**src/rtl/mod5_serial_sched_if.sv**
```systemverilog
// mod5_serial_sched_if: handshake and result bundle for the shared mod-5 engine.
//   W           word width in bits
//   req0_*      requester 0: valid/data in, ready out
//   req1_*      requester 1: valid/data in, ready out
//   res_*       result strobe, requester id, remainder, divisible flag
//   busy        scheduler not idle
//   res_parity  word parity, present only with MOD5_SCHED_PARITY_EN
// Modports: master = requester/consumer side, slave = scheduler side.
interface mod5_serial_sched_if #(
    parameter int unsigned W = 8
);
    logic         req0_valid;
    logic [W-1:0] req0_data;
    logic         req0_ready;
    logic         req1_valid;
    logic [W-1:0] req1_data;
    logic         req1_ready;
    logic         res_valid;
    logic         res_id;
    logic [2:0]   res_rem;
    logic         res_div;
    logic         busy;
`ifdef MOD5_SCHED_PARITY_EN
    logic         res_parity;
`endif

    modport master (
        output req0_valid, req0_data, req1_valid, req1_data,
        input  req0_ready, req1_ready, res_valid, res_id, res_rem, res_div, busy
`ifdef MOD5_SCHED_PARITY_EN
        , input res_parity
`endif
    );

    modport slave (
        input  req0_valid, req0_data, req1_valid, req1_data,
        output req0_ready, req1_ready, res_valid, res_id, res_rem, res_div, busy
`ifdef MOD5_SCHED_PARITY_EN
        , output res_parity
`endif
    );
endinterface

```
**src/rtl/mod5_serial_sched.sv**
```systemverilog
// mod5_serial_sched: round-robin scheduler sharing one MSB-first serial
// remainder-mod-5 engine between two requesters.
// Ports:
//   clk   clock, rising edge
//   rst   asynchronous active-low reset
//   bus   mod5_serial_sched_if.slave (requests in, readies and results out)
// Optional feature macro: MOD5_SCHED_PARITY_EN adds res_parity (XOR of word bits).
module mod5_serial_sched #(
    parameter int unsigned W = 8
) (
    input  logic                    clk,
    input  logic                    rst,
    mod5_serial_sched_if.slave      bus
);
    localparam int unsigned CW = $clog2(W);

    typedef enum logic [1:0] {IDLE, SHIFT, DONE} state_t;

    state_t         state;
    logic [W-1:0]   sr;
    logic [CW-1:0]  cnt;
    logic [2:0]     rem;
    logic           id;
    logic           last_id;
    logic           res_valid;
    logic           res_id;
    logic [2:0]     res_rem;
    logic           res_div;
    logic           busy;
    logic           grant;
    logic           ready0;
    logic           ready1;
    logic           xfer;
    logic [2:0]     rem_n;
`ifdef MOD5_SCHED_PARITY_EN
    logic           par;
    logic           par_n;
    logic           res_parity;
`endif

    // One step of the MSB-first remainder FSM; illegal codes recover to 0.
    function automatic logic [2:0] rem_step(input logic [2:0] r, input logic b);
        case (r)
            3'd0:    rem_step = b ? 3'd1 : 3'd0;
            3'd1:    rem_step = b ? 3'd3 : 3'd2;
            3'd2:    rem_step = b ? 3'd0 : 3'd4;
            3'd3:    rem_step = b ? 3'd2 : 3'd1;
            3'd4:    rem_step = b ? 3'd4 : 3'd3;
            default: rem_step = 3'd0;
        endcase
    endfunction

    // Round-robin grant: on a tie the requester not served last wins.
    always_comb begin
        grant = 1'b0;
        if (bus.req0_valid && bus.req1_valid) begin
            grant = ~last_id;
        end else if (bus.req1_valid) begin
            grant = 1'b1;
        end
    end

    // Readies are combinational and forced low while reset is held.
    assign ready0 = rst && (state == IDLE) && bus.req0_valid && (grant == 1'b0);
    assign ready1 = rst && (state == IDLE) && bus.req1_valid && (grant == 1'b1);
    assign xfer   = ready0 || ready1;
    assign rem_n  = rem_step(rem, sr[W-1]);
`ifdef MOD5_SCHED_PARITY_EN
    assign par_n  = par ^ sr[W-1];
`endif

    // Scheduler FSM with registered result outputs.
    always_ff @(posedge clk or negedge rst) begin
        if (!rst) begin
            state     <= IDLE;
            sr        <= '0;
            cnt       <= '0;
            rem       <= 3'd0;
            id        <= 1'b0;
            last_id   <= 1'b1;
            res_valid <= 1'b0;
            res_id    <= 1'b0;
            res_rem   <= 3'd0;
            res_div   <= 1'b0;
            busy      <= 1'b0;
`ifdef MOD5_SCHED_PARITY_EN
            par        <= 1'b0;
            res_parity <= 1'b0;
`endif
        end else begin
            res_valid <= 1'b0;
            case (state)
                IDLE: begin
                    if (xfer) begin
                        sr      <= grant ? bus.req1_data : bus.req0_data;
                        rem     <= 3'd0;
                        cnt     <= CW'(W - 1);
                        id      <= grant;
                        last_id <= grant;
                        busy    <= 1'b1;
                        state   <= SHIFT;
`ifdef MOD5_SCHED_PARITY_EN
                        par     <= 1'b0;
`endif
                    end
                end
                SHIFT: begin
                    rem <= rem_n;
                    sr  <= sr << 1;
                    cnt <= cnt - CW'(1);
`ifdef MOD5_SCHED_PARITY_EN
                    par <= par_n;
`endif
                    if (cnt == '0) begin
                        res_rem   <= rem_n;
                        res_div   <= (rem_n == 3'd0);
                        res_id    <= id;
                        res_valid <= 1'b1;
                        state     <= DONE;
`ifdef MOD5_SCHED_PARITY_EN
                        res_parity <= par_n;
`endif
                    end
                end
                DONE: begin
                    busy  <= 1'b0;
                    state <= IDLE;
                end
                default: begin
                    busy  <= 1'b0;
                    state <= IDLE;
                end
            endcase
        end
    end

    assign bus.req0_ready = ready0;
    assign bus.req1_ready = ready1;
    assign bus.res_valid  = res_valid;
    assign bus.res_id     = res_id;
    assign bus.res_rem    = res_rem;
    assign bus.res_div    = res_div;
    assign bus.busy       = busy;
`ifdef MOD5_SCHED_PARITY_EN
    assign bus.res_parity = res_parity;
`endif
endmodule

```
**src/flat_wrapper.sv**
```systemverilog
// flat-port wrapper written by rule: the top's interface ports become plain ports
module mod5_serial_sched_flat 
#(
    parameter int unsigned W = 8
)
  (clk, rst, bus_req0_valid, bus_req0_data, bus_req1_valid, bus_req1_data, bus_req0_ready, bus_req1_ready, bus_res_valid, bus_res_id, bus_res_rem, bus_res_div, bus_busy);
  mod5_serial_sched_if #(.W(W)) bus_i ();
  input  logic clk;
  input  logic rst;
  input wire logic [$bits(bus_i.req0_valid)-1:0] bus_req0_valid;
  input wire logic [$bits(bus_i.req0_data)-1:0] bus_req0_data;
  input wire logic [$bits(bus_i.req1_valid)-1:0] bus_req1_valid;
  input wire logic [$bits(bus_i.req1_data)-1:0] bus_req1_data;
  output wire logic [$bits(bus_i.req0_ready)-1:0] bus_req0_ready;
  output wire logic [$bits(bus_i.req1_ready)-1:0] bus_req1_ready;
  output wire logic [$bits(bus_i.res_valid)-1:0] bus_res_valid;
  output wire logic [$bits(bus_i.res_id)-1:0] bus_res_id;
  output wire logic [$bits(bus_i.res_rem)-1:0] bus_res_rem;
  output wire logic [$bits(bus_i.res_div)-1:0] bus_res_div;
  output wire logic [$bits(bus_i.busy)-1:0] bus_busy;
  assign bus_i.req0_valid = bus_req0_valid;
  assign bus_i.req0_data = bus_req0_data;
  assign bus_i.req1_valid = bus_req1_valid;
  assign bus_i.req1_data = bus_req1_data;
  assign bus_req0_ready = bus_i.req0_ready;
  assign bus_req1_ready = bus_i.req1_ready;
  assign bus_res_valid = bus_i.res_valid;
  assign bus_res_id = bus_i.res_id;
  assign bus_res_rem = bus_i.res_rem;
  assign bus_res_div = bus_i.res_div;
  assign bus_busy = bus_i.busy;
  mod5_serial_sched #(.W(W)) u_core (.clk(clk), .rst(rst), .bus(bus_i));
endmodule
```
**config.mk**
```make
export PLATFORM = sky130hd
export DESIGN_NAME = mod5_serial_sched_flat
export DESIGN_NICKNAME = d
export VERILOG_FILES = /design/src/rtl/mod5_serial_sched_if.sv /design/src/rtl/mod5_serial_sched.sv /design/src/flat_wrapper.sv
export SDC_FILE = /design/constraint.sdc
export NUM_CORES = 1
export LEC_CHECK = 0
export BUFFER_PORTS_ARGS = -buffer_cell sky130_fd_sc_hd__clkbuf_2
export CELL_PAD_IN_SITES_DETAIL_PLACEMENT = 1
export CELL_PAD_IN_SITES_GLOBAL_PLACEMENT = 2
export CORE_ASPECT_RATIO = 0.9
export CORE_MARGIN = 10
export CORE_UTILIZATION = 35
export DETAILED_ROUTE_END_ITERATION = 8
export PLACE_DENSITY = 0.9
export SLEW_MARGIN = 0
export SYNTH_ARGS = -nofsm -noshare
export SYNTH_HDL_FRONTEND = slang
export SYNTH_SLANG_ARGS = --single-unit
```
**constraint.sdc**
```tcl
create_clock -name clk -period 2.4 [get_ports clk]
set_clock_uncertainty 0.1 [all_clocks]
set_input_delay 0.36 -clock clk [delete_from_list [all_inputs] [get_ports clk]]
set_output_delay 0.36 -clock clk [all_outputs]
set_load 0.03 [all_outputs]
```
==> results.md <==
* Final TNS setup at 0 ns
* Starting Density at 35.90%
* Fmax at 0.5160 GHz
* WHS at roughly 0.037 ns
* Die H at 78.48 um
* FILL cells at 444
* Post-CTS Hold Buffers at 0
* CTS tree: built
* Global-route wire length before repair at 6.058 mm
* Outcome: finished, final reports clean
* Final core occ at 41.47%
* Leak Pwr at between 0.7 and 0.8 nW
* Die W at 84.98 um
* Post-synthesis cell type count at 45
* Crit Path Max Fanout at 6
* Core ar. at 3705 um^2
* Critical path type: reg -> out
* Storage cell area at 626.9 um^2
* CTS max path bufs at 2
* Via-to-Cell Ratio at 5.371
* Root Buffer: clkbuf_8
* Yosys top cell area share at 45.16%
* WL final at 3.523 mm
* Worst setup SP type: flop
* Std cell rows at 21
* Most frequent cells after synthesis: dfrtp_1 (24), inv_1 (13), nand2_1 (10)
* Yosys warning count at 0
* DRT iter0 DRCs at 37
* Most common cell in the netlist: dfrtp_1
* Clock transition at path regs at ~0.09 ns
* Placement Cell Area at 1490 um^2
* Nets at roughly 180
* Syn_nets at between 150 and 200
* Seq/Total Area, Yosys at a little under half
* Layout cells sized above 1 at 30.77%
* Min Tclk post-route at around 1.9 ns
* Area grow syn2layout at 15.52%
* Number of inserted diodes at 0
* Routed wire length per instance at between 15 and 20 um
* Peak VDD IR at approximately 0.52 mV
* Vias at 1,085
* Vias in the first global route at 1,231
* Max-cap violations at 0
* Min-delay worst type: in -> async
* Register bit count reported by yosys at 25
* Pwr per Cell Area at 1235 nW/um^2
* Grt ovf at 0
* DRT Pass-1 Iters at 4
* RSZ-0062 raised after global routing: no
* Post-Layout Inst Area at between 1500 and 2000 um^2
* Area contributors post-synth: dfrtp_1 (45%), a221oi_2 (5.6%), inv_1 (3.7%), o32ai_1 (3.3%), nand2_1 (2.8%)
* Worst slew pin tran at 0.4840 ns
* TritonCTS Buffers at 3
* I/O pins at 29
* Post-CTS Setup Bufs at 0
* Cell taking the most area after synthesis: dfrtp_1
* Number of port buffers at 28
* DRC viols at 0
* Post-Layout Cell Count at 202
* Mapped Avg Cell Area at between 10 and 15 um^2
* Routability cong. at 0.7726
* Area occupied by multi-input gates at 598.1 um^2
* Synth Instances at 129
* Worst Path Arrival at 1.48 ns
* Die ar. at 6669 um^2
* Post-synth EDFFs at 0
* ANT nets after route at 0
* CP required at 1.94 ns
* Clk sinks at 25
* Initial antenna violation count at 0
* Final cycle utilization of the critical path at about four fifths
* Final slew viol count at 0
* Inst Count DP at 198
* Pin count of the biggest net entering global routing at 26
* # H-tree levels at 1
* Mapped Area at 1330 um^2
* Resized cells post-CTS at 0
* Finish-stage setup viols at 0
* Crit path capture type: output port
* Async S/R FF share, synth at 100.0%
* Worst-Skew Late Latency at 0.27 ns
* DP HPWL at 2.763 mm
* Gr usage total at 11.00%
* Final-report hold violation count at 0
* Slew headroom at 67.67%
* Ys flop type: dfrtp_1
[worst paths after layout]
path / start / to / slack [ns] / depth (start not counted)
worst min-delay path: rst / u_core.bus.res_rem[1]$_DFFE_PN0P_ / 0.04 / 2
worst min register to register: u_core.bus.res_rem[1]$_DFFE_PN0P_ / u_core.bus.res_rem[1]$_DFFE_PN0P_ / 0.39 / 2
min in group clk: bus_req0_data[0] / u_core.sr[0]$_DFFE_PN0P_ / 0.26 / 3
worst max register to register: u_core.cnt[0]$_DFFE_PN0P_ / u_core.bus.res_rem[0]$_DFFE_PN0P_ / 0.71 / 5
max in group asynchronous: rst / u_core.last_id$_DFFE_PN1P_ / 1.86 / 2
worst max-delay path: u_core.state[0]$_DFFE_PN0P_ / bus_req0_ready / 0.46 / 4
[worst max-delay path: stages, from the launching register on]
cell and delay [ns]:
dfrtp_1 0.46, nor3b_2 0.30, nand2_1 0.14, nor2_1 0.11
clkbuf_2 0.21
[sequential cells by signal, summed over array words and instances (netlist names)]
| signal | count |
|---|---|
| u_core.id | 1 |
| u_core.bus.busy | 1 |
| u_core.bus.res_valid | 1 |
| u_core.bus.res_id | 1 |
| u_core.cnt | 3 |
| u_core.rem | 3 |
| u_core.bus.res_rem | 3 |
| u_core.state | 2 |
| u_core.bus.res_div | 1 |
| u_core.sr | 8 |
| u_core.last_id | 1 |
[per-layer routing]
layer	up-vias	GRT usage, %	wire (um)
li1	521	-	-
met5	-	0	0
met1	536	13.15	1642
met3	2	3.818	193
met2	26	18.26	1656
met4	0	2.961	30
[placed cells by master, fill, tap and decap left out, types with 3 or more instances in the layout]
cell type  count
a21oi_1        4
a221oi_2       5
a22oi_1        3
clkbuf_2      28
clkbuf_8       3
dfrtp_1       24
inv_1         13
nand2_1       10
nor2_1         9
nor2b_1        3
o21ai_0        3
o32ai_1        5
[kinds of logic after synthesis]
group                      count (synthesis)  synth area share (%)
AOI/OAI and AO/OA                         41                 25.68
adders and majority gates                  2                 1.881
buffers and inverters                     21                 7.901
DFF                                       25                 47.13
muxes                                      2                 1.505
and+or+nand+nor                           38                 15.90
[stage by stage]
step	power (W)	setup WS, ns
after CTS	0.001928	0.4601
after global routing	0.002062	0.3281
after detailed placement	0.001673	0.6777
after floorplan	0.001436	0.6204
final	0.001897	0.4620
after global placement	0.001619	0.7240
[area by class of cell]
class / instances / share of cell area [%]
clock buffer: 3 / 2.687
multi-input combinational: 83 / 38.93
timing repair buffer: 30 / 10.10
inverter: 14 / 3.420
clock inverter: 1 / 0.3257
sequential: 25 / 40.80
tap: 46 / 3.746
[report_power, final]
group	switching, W	internal, W	leakage (nW)
combinational	0.000510	0.000344	0.430
sequential	0.000178	0.000614	0.302
clock	0.000136	0.000116	0.0255
No activity file was read; power rests on OpenSTA's default activity.
